<file path="src/rtl/obstacle_gen.sv">
// Obstacle generator: twenty scrolling obstacle slots with LFSR-driven spawn
// heights and intervals, retirement scoring and a spawn-count speed ramp.
module obstacle_gen #(
    parameter int SPAWN_X      = 639,
    parameter int Y_MIN        = 160,
    parameter int FIRST_DELAY  = 60,
    parameter int MIN_GAP      = 24,
    parameter int SPEED_INIT   = 2,
    parameter int SPEED_MAX    = 8,
    parameter int LEVEL_SPAWNS = 8
) (
    input  logic         clk,
    input  logic         rst,
    input  logic [1:0]   gamemode,
    output logic [199:0] obstacle_x,
    output logic [179:0] obstacle_y,
    output logic [13:0]  score,
    output logic         passed
);

    localparam int          NSLOT         = 20;
    localparam logic [9:0]  X_NONE        = 10'h3FF;
    localparam logic [1:0]  MODE_IDLE     = 2'b00;
    localparam logic [1:0]  MODE_PLAY     = 2'b01;
    localparam logic [9:0]  SPAWN_X_V     = 10'(SPAWN_X);
    localparam logic [8:0]  Y_MIN_V       = 9'(Y_MIN);
    localparam logic [15:0] FIRST_DELAY_V = 16'(FIRST_DELAY);
    localparam logic [15:0] MIN_GAP_V     = 16'(MIN_GAP);
    localparam logic [3:0]  SPEED_INIT_V  = 4'(SPEED_INIT);
    localparam logic [3:0]  SPEED_MAX_V   = 4'(SPEED_MAX);
    localparam logic [15:0] LEVEL_V       = 16'(LEVEL_SPAWNS);
    localparam logic [13:0] SCORE_MAX     = 14'h3FFF;
    localparam logic [15:0] LFSR_SEED     = 16'hACE1;

    // Fibonacci step for x^16+x^14+x^13+x^11+1, shifting toward bit 0.
    function automatic logic [15:0] lfsr_step(input logic [15:0] v);
        return {v[0] ^ v[2] ^ v[3] ^ v[5], v[15:1]};
    endfunction

    function automatic logic [13:0] score_add(input logic [13:0] s, input logic [4:0] n);
        logic [14:0] sum;
        sum = {1'b0, s} + {10'd0, n};
        if (sum > {1'b0, SCORE_MAX}) begin
            return SCORE_MAX;
        end else begin
            return sum[13:0];
        end
    endfunction

    logic [9:0]  slot_x_r      [NSLOT];
    logic [8:0]  slot_y_r      [NSLOT];
    logic [9:0]  slot_x_nxt_s  [NSLOT];
    logic [8:0]  slot_y_nxt_s  [NSLOT];
    logic [15:0] lfsr_r;
    logic [15:0] spawn_cnt_r;
    logic [15:0] spawn_cnt_nxt_s;
    logic [15:0] spawn_total_r;
    logic [15:0] spawn_total_nxt_s;
    logic [15:0] total_inc_s;
    logic [3:0]  speed_r;
    logic [3:0]  speed_nxt_s;
    logic [13:0] score_r;
    logic [13:0] score_nxt_s;
    logic        passed_r;
    logic        passed_nxt_s;
    logic [4:0]  retire_cnt_s;
    logic [4:0]  spawn_idx_s;
    logic        free_hit_s;

    // Pseudo-random source; runs in every mode so idle time shapes the pattern.
    always_ff @(posedge clk or posedge rst) begin
        if (rst) begin
            lfsr_r <= LFSR_SEED;
        end else begin
            lfsr_r <= lfsr_step(lfsr_r);
        end
    end

    // Lowest-index slot that was inactive before this edge (retiring slots excluded).
    always_comb begin
        free_hit_s  = 1'b0;
        spawn_idx_s = 5'd0;
        for (int i = NSLOT - 1; i >= 0; i--) begin
            if (slot_x_r[i] == X_NONE) begin
                free_hit_s  = 1'b1;
                spawn_idx_s = 5'(i);
            end else begin
                free_hit_s  = free_hit_s;
            end
        end
    end

    // Next-state for slots, spawn timer, level, score and the pass pulse.
    always_comb begin
        slot_x_nxt_s      = slot_x_r;
        slot_y_nxt_s      = slot_y_r;
        spawn_cnt_nxt_s   = spawn_cnt_r;
        spawn_total_nxt_s = spawn_total_r;
        total_inc_s       = spawn_total_r + 16'd1;
        speed_nxt_s       = speed_r;
        score_nxt_s       = score_r;
        passed_nxt_s      = 1'b0;
        retire_cnt_s      = 5'd0;

        case (gamemode)
            MODE_IDLE: begin
                for (int i = 0; i < NSLOT; i++) begin
                    slot_x_nxt_s[i] = X_NONE;
                    slot_y_nxt_s[i] = 9'd0;
                end
                spawn_cnt_nxt_s   = FIRST_DELAY_V;
                spawn_total_nxt_s = 16'd0;
                speed_nxt_s       = SPEED_INIT_V;
                score_nxt_s       = 14'd0;
            end

            MODE_PLAY: begin
                // Compare before subtracting so x can never wrap below zero.
                for (int i = 0; i < NSLOT; i++) begin
                    if (slot_x_r[i] == X_NONE) begin
                        slot_x_nxt_s[i] = X_NONE;
                    end else if (slot_x_r[i] < {6'd0, speed_r}) begin
                        slot_x_nxt_s[i] = X_NONE;
                        slot_y_nxt_s[i] = 9'd0;
                        retire_cnt_s    = retire_cnt_s + 5'd1;
                    end else begin
                        slot_x_nxt_s[i] = slot_x_r[i] - {6'd0, speed_r};
                    end
                end
                score_nxt_s  = score_add(score_r, retire_cnt_s);
                passed_nxt_s = (retire_cnt_s != 5'd0);

                if (spawn_cnt_r != 16'd0) begin
                    spawn_cnt_nxt_s = spawn_cnt_r - 16'd1;
                end else if (free_hit_s) begin
                    slot_x_nxt_s[spawn_idx_s] = SPAWN_X_V;
                    slot_y_nxt_s[spawn_idx_s] = Y_MIN_V + {1'b0, lfsr_r[7:0]};
                    spawn_cnt_nxt_s           = MIN_GAP_V + {12'd0, lfsr_r[3:0]};
                    spawn_total_nxt_s         = total_inc_s;
                    if (((total_inc_s % LEVEL_V) == 16'd0) && (speed_r < SPEED_MAX_V)) begin
                        speed_nxt_s = speed_r + 4'd1;
                    end else begin
                        speed_nxt_s = speed_r;
                    end
                end else begin
                    // Buffer full: keep retrying every edge.
                    spawn_cnt_nxt_s = 16'd0;
                end
            end

            default: begin
                passed_nxt_s = 1'b0;
            end
        endcase
    end

    // Game state registers.
    always_ff @(posedge clk or posedge rst) begin
        if (rst) begin
            slot_x_r      <= '{default: X_NONE};
            slot_y_r      <= '{default: 9'd0};
            spawn_cnt_r   <= FIRST_DELAY_V;
            spawn_total_r <= 16'd0;
            speed_r       <= SPEED_INIT_V;
            score_r       <= 14'd0;
            passed_r      <= 1'b0;
        end else begin
            slot_x_r      <= slot_x_nxt_s;
            slot_y_r      <= slot_y_nxt_s;
            spawn_cnt_r   <= spawn_cnt_nxt_s;
            spawn_total_r <= spawn_total_nxt_s;
            speed_r       <= speed_nxt_s;
            score_r       <= score_nxt_s;
            passed_r      <= passed_nxt_s;
        end
    end

    // Pack slot registers onto the shared buses.
    always_comb begin
        obstacle_x = '0;
        obstacle_y = '0;
        for (int i = 0; i < NSLOT; i++) begin
            obstacle_x[10*i +: 10] = slot_x_r[i];
            obstacle_y[9*i +: 9]   = slot_y_r[i];
        end
    end

    assign score  = score_r;
    assign passed = passed_r;

endmodule

</file>
<file path="config.mk">
export PLATFORM = sky130hd
export DESIGN_NAME = obstacle_gen
export DESIGN_NICKNAME = d
export VERILOG_FILES = /design/src/rtl/obstacle_gen.sv
export SDC_FILE = /design/constraint.sdc
export NUM_CORES = 1
export LEC_CHECK = 0
export CORE_ASPECT_RATIO = 2
export CORE_MARGIN = 1
export CORE_UTILIZATION = 44
export CTS_CLUSTER_DIAMETER = 100
export DETAILED_ROUTE_END_ITERATION = 8
export HOLD_SLACK_MARGIN = 0.06
export MAX_ROUTING_LAYER = met4
export PLACE_DENSITY = 0.8
export SLEW_MARGIN = 20
export SYNTH_ARGS = -nofsm -noshare
export SYNTH_HDL_FRONTEND = slang
export SYNTH_SLANG_ARGS = --single-unit
</file>
<file path="constraint.sdc">
create_clock -name clk -period 13.85 [get_ports clk]
set_input_delay 2.77 -clock clk [delete_from_list [all_inputs] [get_ports clk]]
set_output_delay 2.77 -clock clk [all_outputs]
set_load 0.005 [all_outputs]
</file>
==> results.md, run 1 <==
- The flow ran to the end, and the final reports show no timing, DRC or antenna violations.
- The clock share of power is 36.1%.
- The area of the core is 0.05617 mm^2.
- Dividing the final minimum period by the clock period gives 95.50%.
- The number of warnings printed during yosys synthesis is 0.
- The global-route wire length before repair is 134,400 um.
- Counting along the longest clock path gives a buffer depth of 3.
- The total routed wirelength is 88,610 um.
- The simple-gate portion of the synthesized area is 17.48%.
- The launching element of the worst setup path is obstacle_x[12]$_DFFE_PP1P_.
- The netlist uses 77 different library cells.
- The total power density per cell area is 100.9 mW/mm^2.
- The final net count is 3,173.
- The worst hold path terminates at lfsr_r[7]$_DFF_PP1_.
- In this run the clock root is driven by a sky130_fd_sc_hd__clkbuf_16.
- Setup violations remaining at the end of the flow were counted as 0.
- The longest individual stage delay on the worst path is 0.54 ns.
- After Yosys synthesis, full adders, half adders and majority gates account for 7.185% of the synthesized area.
- The slack of the worst reg-to-reg path is 0.62 ns.
- For the pin with the worst max-slew slack, the measured transition is 1.152 ns.
- The average wire per standard cell is 23.19 um.
- The post-placement setup slack is -0.2499 ns.
- The maximum number of pins on one net before global-route repair is 155.
- The mean instance size in the synthesized netlist is 9.406 um^2.
- The dominant combinational cell family by area after synthesis is compound AO/OA/AOI/OAI gates.
- The standby leakage power is 13.43 nW.
- Counting stages on the worst path, the most repeated cell is sky130_fd_sc_hd__ha_1.
- The mux contribution to synthesized area is 0.6614%.
- The final number of max-transition violations is 0.
- Headroom to the max-slew limit came out at 23.01%.
- The TritonCTS buffer count is 40.
- The overall die area is 0.05777 mm^2.
- The number of enable-type register cells in the synthesized netlist is 0.
- The fmax is 75.60 MHz.
- Cell internal power was estimated by the tool at 2.223 mW.
- In the post-synthesis netlist, the cell with the most instances is sky130_fd_sc_hd__nand2_1.
- The clock tree from TritonCTS is built.
- The layout cell share with drive strength beyond 1 is 13.77%.
- The clock transition at the registers of the reported paths is 0.07 ns.
- The I/O pin count is 399.
- The estimated wirelength of the detail-placed design is 64,310 um.
- The total of flip-flops plus latches after synthesis is 434.
- The via count of the first global-routing pass is 23,380.
- The netlist area before placement is 0.02497 mm^2.
- Of all cell types, the one taking the most synthesized area is sky130_fd_sc_hd__dfstp_2.
- In this run the worst path has a maximum fanout of 6.
- The floorplan step set the die width to 170.5 um.
- Once the floorplan was initialized, standard cells occupied 44.46% of the core.
- The insertion delay of the later-clocked pin in the worst-skew pair is 0.57 ns.
- The die is 338.9 um tall.
- Of all flip-flops after synthesis, the portion carrying an async set or reset was 100.0%.
- The top-area cell type share of the netlist area is 22.41%.
- Port buffering added 398 buffers.
- The tool flagged a number of max-cap violations equal to 0.
- The number of remaining DRC errors is 0.
- In this run the remaining antenna-violating nets after routing total 0.
- The number of vias per cell is 6.048.
- For this design, the CTS-stage hold fixing added 0 buffers.
- The endpoint identified for the worst register-to-register timing path is score[9]$_DFFE_PP0P_.
- The number of nets in the synthesized netlist is 2,789.
- Row generation in the floorplan step produced 123 rows.
- The total chip power is 3.174 mW.
- The share of total power dissipated in combinational logic is 19.5%.
- The total count of hold-check failures in the final report came to 0.
- Global routing finished with a remaining overflow of 0.
- The count of inserted antenna diode cells is 0.
- The worst vdd rail ir drop is 0.0001293 V.
- The slack of the critical path is 0.6230 ns.
- The critical path class is flop to flop.
- The initial antenna violation count is 0.
- The complex-gate fraction of the synthesized area is 21.10%.
- The maximum level of the CTS H-tree is 2.
- In the post-synthesis netlist, the biggest area contributors are sky130_fd_sc_hd__dfstp_2 22%, sky130_fd_sc_hd__dfrtp_1 22%, sky130_fd_sc_hd__ha_1 5.5%.
- The worst hold-check path type is flop to flop.
- The most used flip-flop cell after synthesis is sky130_fd_sc_hd__dfrtp_1.
- The clock sink total is 434.
- For this design, the slowest cell found on the critical path is sky130_fd_sc_hd__dfstp_2.
- The share of power burned in registers is 44.4%.
- The critical hold path startpoint is lfsr_r[8]$_DFF_PP0_.
- The detailed-routing iteration count for the pre-antenna-repair pass is 5.
- Sorting the synthesized cells by how often they occur yields 287 x sky130_fd_sc_hd__nand2_1, 221 x sky130_fd_sc_hd__dfrtp_1, 213 x sky130_fd_sc_hd__dfstp_2.
- The area overhead of the layout relative to synthesis is 25.98%.
- The data required time at the worst endpoint is 14.35 ns.
- The final RePlAce weighted congestion is 0.9568.
- Measured on the finished design, the core utilization comes to 56.01%.
- STA classifies the critical path endpoint as a flop.
- The number of vias in the routed layout is 23,110.
- Sequential cells were found to cover 44.56% of the synthesized design area.
- The worst hold path was traced through 0 stages.
- The synthesized netlist devotes 5.391% of its cell area to XOR and XNOR gates.
- The type of element launching the critical path is a flop.
- Counting every instance in the synthesized netlist gives 2,655.
- The first routing iteration left 1,439 violations.
- Global routing used 31.42% of the available tracks across all layers.
- The reported net switching power is 0.9511 mW.
- The worst-case clock skew is 0.01826 ns.
- At the worst endpoint, the arrival time is 13.73 ns.
- The length in cells of the worst reg-to-reg path is 75.
- The startpoint of the most critical register-to-register path is obstacle_x[12]$_DFFE_PP1P_.
- The final critical delay including setup and external delays is 13.23 ns.
- Of the total power, the share spent switching nets is 29.97%.
power groups by stage:
stage          registers [mW]  clock network, mW  logic (mW)
2_1_floorplan            1.41                  0       0.359
3_3_place_gp             1.43                  0       0.595
3_5_place_dp             1.43                  0       0.608
4_1_cts                  1.41               1.17       0.613
5_1_grt                  1.42               1.21       0.680
6_report                 1.41               1.15       0.618
cells in the final DEF (no fill, tap or decap), types with 13 or more instances in the layout:
| cell type | Yosys | layout |
|---|---|---|
| sky130_fd_sc_hd__nor3_1 | 73 | 70 |
| sky130_fd_sc_hd__clkbuf_16 | 0 | 41 |
| sky130_fd_sc_hd__clkdlybuf4s50_1 | 0 | 396 |
| sky130_fd_sc_hd__inv_1 | 113 | 111 |
| sky130_fd_sc_hd__a22oi_1 | 45 | 45 |
| sky130_fd_sc_hd__o22ai_1 | 25 | 25 |
| sky130_fd_sc_hd__o21ai_0 | 208 | 203 |
| sky130_fd_sc_hd__o22a_1 | 15 | 15 |
| sky130_fd_sc_hd__clkbuf_8 | 0 | 13 |
| sky130_fd_sc_hd__or3_1 | 73 | 71 |
| sky130_fd_sc_hd__xnor2_1 | 76 | 73 |
| sky130_fd_sc_hd__buf_4 | 0 | 62 |
| sky130_fd_sc_hd__o31ai_1 | 22 | 20 |
| sky130_fd_sc_hd__a2bb2oi_1 | 43 | 43 |
| sky130_fd_sc_hd__a21oi_1 | 177 | 176 |
| sky130_fd_sc_hd__nand3_1 | 43 | 42 |
| sky130_fd_sc_hd__xor2_1 | 45 | 45 |
| sky130_fd_sc_hd__nor2b_1 | 41 | 39 |
| sky130_fd_sc_hd__a22o_1 | 82 | 82 |
| sky130_fd_sc_hd__nand4_1 | 52 | 52 |
| sky130_fd_sc_hd__dfrtp_1 | 221 | 221 |
| sky130_fd_sc_hd__nor2_1 | 200 | 198 |
| sky130_fd_sc_hd__a31o_2 | 16 | 16 |
| sky130_fd_sc_hd__nand2b_1 | 45 | 45 |
| sky130_fd_sc_hd__a211o_1 | 27 | 27 |
| sky130_fd_sc_hd__a21o_1 | 13 | 13 |
| sky130_fd_sc_hd__ha_1 | 109 | 105 |
| sky130_fd_sc_hd__nand2_1 | 287 | 284 |
| sky130_fd_sc_hd__dfstp_2 | 213 | 213 |
| sky130_fd_sc_hd__a31oi_1 | 54 | 53 |
| sky130_fd_sc_hd__fa_1 | 21 | 21 |
| sky130_fd_sc_hd__nor4_1 | 23 | 22 |
per-layer routing:
layer | global-route usage, % | routed length [um] | up-vias
met5 | - | 0 | -
met4 | 19.59 | 6089 | 0
met3 | 6.270 | 6264 | 321
met2 | 52.54 | 44220 | 957
met1 | 33.80 | 32040 | 11430
li1 | - | - | 10410
cell families (layout without fill, tap and decap cells):
family / Yosys count / count (layout)
and+or+nand+nor: 904 / 904
AOI/OAI and AO/OA: 800 / 800
DFF: 434 / 434
muxes: 16 / 16
adders and majority gates: 131 / 131
xor gates and xnor gates: 135 / 135
buffers and inverters: 235 / 651
worst max path at each step:
stage,depth (start not counted),slack [ns],end
after CTS,73,0.02,score[9]$_DFFE_PP0P_
after global placement,72,0.08,score[7]$_DFFE_PP0P_
after detailed placement,72,-0.25,score[9]$_DFFE_PP0P_
after floorplan,72,0.006,score[7]$_DFFE_PP0P_
after global routing,75,-0.12,score[9]$_DFFE_PP0P_
final,75,0.62,score[9]$_DFFE_PP0P_
through the flow:
step           std cells  area (um^2)  setup TNS [ns]  hold WS [ns]
2_1_floorplan       2655        24980               0        0.3312
3_3_place_gp        3734        29830               0        0.3389
3_5_place_dp        3734        29830          -2.301        0.3376
4_1_cts             3809        31200               0        0.3481
5_1_grt             3821        31460         -0.9064        0.3565
6_report            3821        31460               0        0.3519
what timing repair did:
action	CTS	global route
cloned	0	1
setup endpoints to repair	13	14
endpoints found under the hold margin	0	0
resized for setup	6	36
setup buffers	1	11
pin swaps	0	10
area by class of cell:
type	instances	area, um^2
fillers	4922	24710
multi-input cells	1986	13160
flip-flops and latches	434	11130
repair buffers	462	4471
clock buffers	61	1231
well taps	750	938.4
inverters	115	435.4
clock inverters	13	102.6
critical path: cells and delay by family, from the launching register on:
kind	cells	cell delay (ns)
adders and majority gates	14	4.00
and+or+nand+nor	24	3.49
AOI/OAI and AO/OA	23	3.05
xor gates and xnor gates	6	1.13
DFF	1	0.54
buffers and inverters	5	0.52
muxes	3	0.43
state kept, by name, indices dropped and copies added, names as in the netlist:
register       flops
speed_r            4
score             14
obstacle_y       180
obstacle_x       200
spawn_cnt_r       16
passed             1
spawn_total_r      3
lfsr_r            16
Power figures use the tool's default switching activity.
==> run 2: changes to the inputs <==
--- a/config.mk
+++ b/config.mk
@@ -10,6 +10,7 @@
 export CORE_UTILIZATION = 44
 export CTS_CLUSTER_DIAMETER = 100
 export DETAILED_ROUTE_END_ITERATION = 8
+export GPL_ROUTABILITY_DRIVEN = 0
 export HOLD_SLACK_MARGIN = 0.06
 export MAX_ROUTING_LAYER = met4
 export PLACE_DENSITY = 0.8
==> results.md, run 2 (synthesized netlist as in run 1, its figures left out) <==
- The share of power burned in registers is 43.9%.
- The cell family contributing the most delay on the critical path is adder cells.
- The count of input and output buffers is 398.
- On the final layout, the worst hold slack is 0.3504 ns.
- In this run the critical register-to-register path is launched from obstacle_x[12]$_DFFE_PP1P_.
- The min-delay analysis places its worst path in the category flop to flop.
- 0 antenna diodes ended up in the layout.
- For this run, design rule violations remaining after detail routing come to 0.
- Data on the critical path arrives at its endpoint at 13.71 ns.
- In this run the power density over the cells is 102.2 mW/mm^2.
- Entering global routing, the biggest net connects 176 pins.
- The global-route congestion overflow total is 0.
- The final number of max-transition violations came to 0.
- The number of flip-flops under the largest register name is 200.
- The global-route wire length before repair is 133,800 um.
- TritonCTS created 40 clock buffers.
- The I/O pin count is 399.
- The floorplan step defined a die boundary enclosing 0.05777 mm^2.
- In this run, placement finished with an instance count of 3,734.
- The clock drives 434 sinks.
- The via count of the first global-routing pass was 23,460.
- The run finished with clean final reports.
- For this design, the CTS-stage hold fixing added 0 buffers.
- The critical path depth is 75.
- The worst setup path is of the flop to flop kind.
- In this run the critical register-to-register path is captured at score[11]$_DFFE_PP0P_.
- Wires add up to 87,910 um.
- Summing over every cut layer, the via total after detailed routing is 23,190.
- The setup TNS after final layout is 0 ns.
- The cell that appears most often on the critical path is sky130_fd_sc_hd__ha_1.
- The core region is 0.05617 mm^2.
- Counting cells, the worst reg-to-reg path comes to 75.
- In this run the deepest clock path goes through 3 buffers.
- The worst setup path is launched from a flop.
- The initial detailed-routing violation count is 1,518.
- STA classifies the critical path endpoint as a flop.
- The number of failing setup endpoints in the final timing report is 0.
- The worst path meets setup with 0.6408 ns of slack.
- Before CTS, the worst setup slack after placement is -0.2945 ns.
- Once detail routing completed, the nets flagged for antenna violations numbered 0.
- The endpoint with the worst hold slack is lfsr_r[7]$_DFF_PP1_.
- The number of rows created at floorplan is 123.
- The critical hold path startpoint is lfsr_r[8]$_DFF_PP0_.
- Summed over all nets, the switching power comes to 0.9582 mW.
- The finished layout holds 3,816 standard cells, fillers aside.
- The standby leakage power is 13.40 nW.
- The number of buffers and inverters on the critical path is 5.
- The number of vias per cell is 6.077.
- For flop-to-flop paths, the worst setup slack is 0.64 ns.
- The worst-case headroom to the max-slew limit is 24.16%.
- The period utilization is 95.37%.
- Leaving out fill and tap cells, the most frequent cell in the layout is sky130_fd_sc_hd__clkdlybuf4s50_1.
- VDD sags by at most 0.0001153 V.
- The internal power is 2.253 mW.
- The total chip power is 3.211 mW.
- The worst hold path was traced through 0 stages.
- At the later pin of the worst-skew pair, clock insertion delay measures 0.59 ns.
- The root buffer cell is sky130_fd_sc_hd__clkbuf_16.
- The effective utilization at floorplan is 44.46%.
- On the final layout, the worst clock skew is 0.02326 ns.
- The worst path in the final design needs a cycle of 13.21 ns, including I/O delays and setup.
- The initial antenna violation count is 0.
- The fmax is 75.70 MHz.
- The die is 170.5 um wide.
- Leaving out fill and tap cells, the most frequent cells in the layout are 396 x sky130_fd_sc_hd__clkdlybuf4s50_1, 284 x sky130_fd_sc_hd__nand2_1, 221 x sky130_fd_sc_hd__dfrtp_1.
- CTS built an H-tree with a depth of 2.
- The total count of hold-check failures in the final report is 0.
- The detailed-routing iteration count for the pre-antenna-repair pass is 5.
- For this run, the total global-route usage over all layers was measured as 31.25%.
- Of the total power, combinational logic draws 19.2%.
- The switching portion of total power is 29.84%.
- The estimated wirelength of the detail-placed design is 64,210 um.
- The die span in y is 338.9 um.
- At the pin with the least slew margin, the transition time is 1.133 ns.
- The longest individual stage delay on the worst path is 0.54 ns.
- In this run the worst path has a maximum fanout of 6.
- After clock tree synthesis, the clock-pin slew on the worst setup and hold paths is 0.07 ns.
- The clock tree from TritonCTS is built.
- The clock share of power is 36.9%.
- The count of max-cap constraint violations is 0.
- The data required time at the worst endpoint is 14.35 ns.
- The cell at the slowest stage of the critical path is sky130_fd_sc_hd__dfstp_2.
- The average wire per standard cell is 23.04 um.
- The final net count is 3,169.
- Relative to the synthesized area, the layout overhead comes to 25.81%.
- The layout cell share with drive strength beyond 1 is 13.47%.
-- run 2: how the worst max path moves through the flow --
stage / endpoint / from / slack (ns)
after floorplan: score[7]$_DFFE_PP0P_ / speed_r[1]$_DFFE_PP1P_ / 0.006
after global placement: score[7]$_DFFE_PP0P_ / obstacle_x[12]$_DFFE_PP1P_ / 0.17
after detailed placement: score[7]$_DFFE_PP0P_ / obstacle_x[12]$_DFFE_PP1P_ / -0.29
after CTS: score[7]$_DFFE_PP0P_ / obstacle_x[12]$_DFFE_PP1P_ / 0.001
after global routing: score[9]$_DFFE_PP0P_ / obstacle_x[12]$_DFFE_PP1P_ / -0.11
final: score[11]$_DFFE_PP0P_ / obstacle_x[12]$_DFFE_PP1P_ / 0.64
-- run 2: power groups by stage --
stage	registers [mW]	clock network (mW)	logic [mW]
floorplan	1.41	0	0.359
global placement	1.43	0	0.599
detailed placement	1.43	0	0.610
CTS	1.41	1.20	0.615
global route	1.41	1.24	0.677
finish	1.41	1.19	0.617
-- run 2: layer usage --
metal / wire length, um / part of all wire (%) / track usage (%)
met3: 6141 / 7.0 / 6.293
met2: 44240 / 50 / 52.59
met5: 0 / 0 / -
met1: 31390 / 36 / 33.13
met4: 6129 / 7.0 / 19.88
-- run 2: repair_timing --
action                     CTS  global route
cloned                       0             1
setup endpoints to repair   14            14
gates resized for setup      6            31
setup buffers                1             7
pin swaps                    1             9
-- run 2: per-stage QoR --
step                      instance area [um^2]  util [%]
after detailed placement                 29830     53.10
after CTS                                31220     55.58
final                                    31420     55.93
after global routing                     31420     55.93
after global placement                   29830     53.10
after floorplan                          24980         -
-- run 2: final cells by class --
type / count / area [um^2]
clock buffer: 57 / 1166
fill: 4891 / 24750
timing repair buffer: 458 / 4441
multi-input combinational: 1986 / 13120
sequential: 434 / 11130
clock inverter: 16 / 195.2
inverter: 115 / 435.4
tap: 750 / 938.4
==> run 3: changes to the inputs <==
--- a/config.mk
+++ b/config.mk
@@ -5,16 +5,18 @@
 export SDC_FILE = /design/constraint.sdc
 export NUM_CORES = 1
 export LEC_CHECK = 0
+export ABC_CLOCK_PERIOD_IN_PS = 13850
 export CORE_ASPECT_RATIO = 2
 export CORE_MARGIN = 1
 export CORE_UTILIZATION = 44
 export CTS_CLUSTER_DIAMETER = 100
+export CTS_CLUSTER_SIZE = 10
 export DETAILED_ROUTE_END_ITERATION = 8
 export GPL_ROUTABILITY_DRIVEN = 0
 export HOLD_SLACK_MARGIN = 0.06
 export MAX_ROUTING_LAYER = met4
 export PLACE_DENSITY = 0.8
-export SLEW_MARGIN = 20
+export SLEW_MARGIN = 0
 export SYNTH_ARGS = -nofsm -noshare
 export SYNTH_HDL_FRONTEND = slang
 export SYNTH_SLANG_ARGS = --single-unit
==> results.md, run 3 (synthesized netlist as in run 1, its figures left out) <==
- Summed over all nets, the half-perimeter wirelength after detailed placement is 64,210 um.
- The floorplan step set the die width to 170.5 um.
- The total power density per cell area is 102.6 mW/mm^2.
- The via count of the first global-routing pass came to 23,580.
- The type of element launching the critical path is a flop.
- In this run the cell area measured after placement is 0.02983 mm^2.
- The initial detailed-routing violation count is 1,537.
- Across every metal layer, demand over resource in global routing totals 31.30%.
- The initial antenna violation count is 0.
- In this run the deepest clock path goes through 3 buffers.
- After detailed placement, the design holds a cell count of 3,734.
- The slack of the critical path is 0.5967 ns.
- The effective utilization at floorplan is 44.46%.
- The count of antenna-violating nets left after detailed routing is 0.
- At the later pin of the worst-skew pair, clock insertion delay measures 0.62 ns.
- The number of clock buffers added by TritonCTS is 49.
- The number of flip-flops under the largest register name is 200.
- From bottom edge to top edge, the die measures 338.9 um.
- Along the worst path, the maximum fanout reaches 6.
- Summing all flip-flop and latch instances after layout gives 0.01113 mm^2.
- The type of element capturing the critical path is a flop.
- OpenSTA, run right after detailed placement, puts the worst setup slack at -0.2945 ns.
- Across the routed clock network, the largest skew measured is 0.03203 ns.
- The final number of max-transition violations is 0.
- The number of vias per cell is 6.104.
- Across the VDD grid, the largest voltage drop is 0.00009484 V.
- The area of the core is 0.05617 mm^2.
- Input and output buffers added on the ports amount to 398.
- In this run the count of I/O pins placed on the die edge is 399.
- The number of vias in the routed layout is 23,320.
- STA puts the critical path data arrival time at 13.77 ns.
- The global-route wire length before repair is 134,300 um.
- For this run, design rule violations remaining after detail routing come to 0.
- The smallest clock period supported by the final layout is computed as 13.25 ns.
- The total chip power is 3.225 mW.
- Data on the critical path is required at its endpoint by 14.36 ns.
- The detailed-routing iteration count for the pre-antenna-repair pass is 6.
- From synthesis to final layout, the design area changed by 25.88%.
- Leaving out fill and tap cells, the most frequent cell in the layout is sky130_fd_sc_hd__clkdlybuf4s50_1.
- Headroom to the max-slew limit came out at 17.85%.
- The clock drives 434 sinks.
- The slew at the pin closest to its max-slew limit is 1.230 ns.
- The fmax is 75.45 MHz.
- Entering global routing, the biggest net connects 176 pins.
- The longest individual stage delay on the worst path is 0.53 ns.
- Global routing finished with a remaining overflow of 0.
- The area of the multi-input gates is 0.01310 mm^2.
- The worst setup path is of the flop to flop kind.
- The final net count is 3,178.
- The analysis attributes to cell leakage a power of 13.39 nW.
- The overall die area is 0.05777 mm^2.
- After layout, the worst path uses 95.69% of the clock period.
- CTS placed an instance of sky130_fd_sc_hd__clkbuf_16 at the clock tree root.
- The number of fill cells is 4,920.
- TritonCTS built the clock tree.
- In this run the worst hold path is classified as flop to flop.
- The total count of hold-check failures in the final report is 0.
- Clock-pin slew was measured on the worst setup and hold paths at 0.06 ns.
- The setup TNS after final layout is 0 ns.
- Counting stages on the worst path, the most repeated cell is sky130_fd_sc_hd__ha_1.
- The maximum level of the CTS H-tree is 2.
- In the final routed layout, each cell accounts on average for 23.06 um.
- After the flow finishes, the layout carries non-filler instances totaling 3,821.
- Across the run, the number of max-cap violations was 0.
- The flow ran to the end, and the final reports show no timing, DRC or antenna violations.
- The number of failing setup endpoints in the final timing report is 0.
- The design area is 0.03144 mm^2.
- The number of rows created at floorplan is 123.
- The slowest stage of the critical path is the sky130_fd_sc_hd__dfstp_2 cell.
- Buffers inserted to repair hold after CTS numbered 0.
- The repair_antennas step left the layout with diodes totalling 0.
- Of the cells placed in the final design, the portion with a size suffix greater than 1 is 12.99%.
- The total routed wirelength is 88,130 um.
- The library cells used most frequently in the layout, excluding fill and tap cells, are 396 x sky130_fd_sc_hd__clkdlybuf4s50_1, 284 x sky130_fd_sc_hd__nand2_1, 221 x sky130_fd_sc_hd__dfrtp_1.
==> run 3: repair_timing <==
action,4_1_cts,5_1_grt
setup endpoints to repair,14,14
gates resized for setup,7,27
buffers inserted,1,7
pin swaps,1,10
gates cloned,0,1
==> run 3: per-stage QoR <==
stage | utilization, % | hold slack, ns
2_1_floorplan | - | 0.3312
3_3_place_gp | 53.10 | 0.3360
3_5_place_dp | 53.10 | 0.3395
4_1_cts | 55.65 | 0.3498
5_1_grt | 55.96 | 0.3549
6_report | 55.96 | 0.3477
==> run 3: per-layer routing <==
layer	global-route usage, %	part of all wire [%]
met2	53.17	50
met5	-	0
met3	5.733	7.2
met1	33.40	36
met4	19.18	6.7
==> run 3: where the power goes <==
| group | total (mW) | leakage (nW) | switching, mW | internal (mW) |
|---|---|---|---|---|
| sequential | 1.41 | 5.33 | 0.0642 | 1.35 |
| combinational | 0.615 | 7.40 | 0.371 | 0.244 |
| clock | 1.20 | 0.666 | 0.544 | 0.656 |
| total | 3.23 | 13.4 | 0.980 | 2.25 |
==> run 3: critical path: cells and delay by family, from the launching register on <==
family                   cells  cell delay (ns)
XOR/XNOR                     6             1.14
multiplexers                 3             0.44
AO/OA/AOI/OAI               23             3.08
AND/OR/NAND/NOR             24             3.41
buffers and inverters        5             0.51
adder cells (fa/ha/maj)     14             4.02
flip-flops                   1             0.53
==> run 3: final cells by class <==
cell class                      instances  share of cell area, %
Clock buffer                           74                  4.199
Clock inverter                          4                 0.2388
Inverter                              115                  1.385
Multi-Input combinational cell       1986                  41.67
Sequential cell                       434                  35.39
Tap cell                              750                  2.985
Timing Repair Buffer                  458                  14.13
==> run 3: worst paths after layout <==
check	startpoint	endpoint	slack, ns	cells after the start
worst min-delay path	lfsr_r[8]$_DFF_PP0_	lfsr_r[7]$_DFF_PP1_	0.35	0
worst max register to register	obstacle_x[12]$_DFFE_PP1P_	score[7]$_DFFE_PP0P_	0.60	75
worst max-delay path	obstacle_x[12]$_DFFE_PP1P_	score[7]$_DFFE_PP0P_	0.60	75
worst min register to register	lfsr_r[8]$_DFF_PP0_	lfsr_r[7]$_DFF_PP1_	0.35	0
min in group asynchronous	rst	obstacle_y[116]$_DFFE_PP0P_	2.79	3
max in group asynchronous	rst	obstacle_y[29]$_DFFE_PP0P_	8.66	5
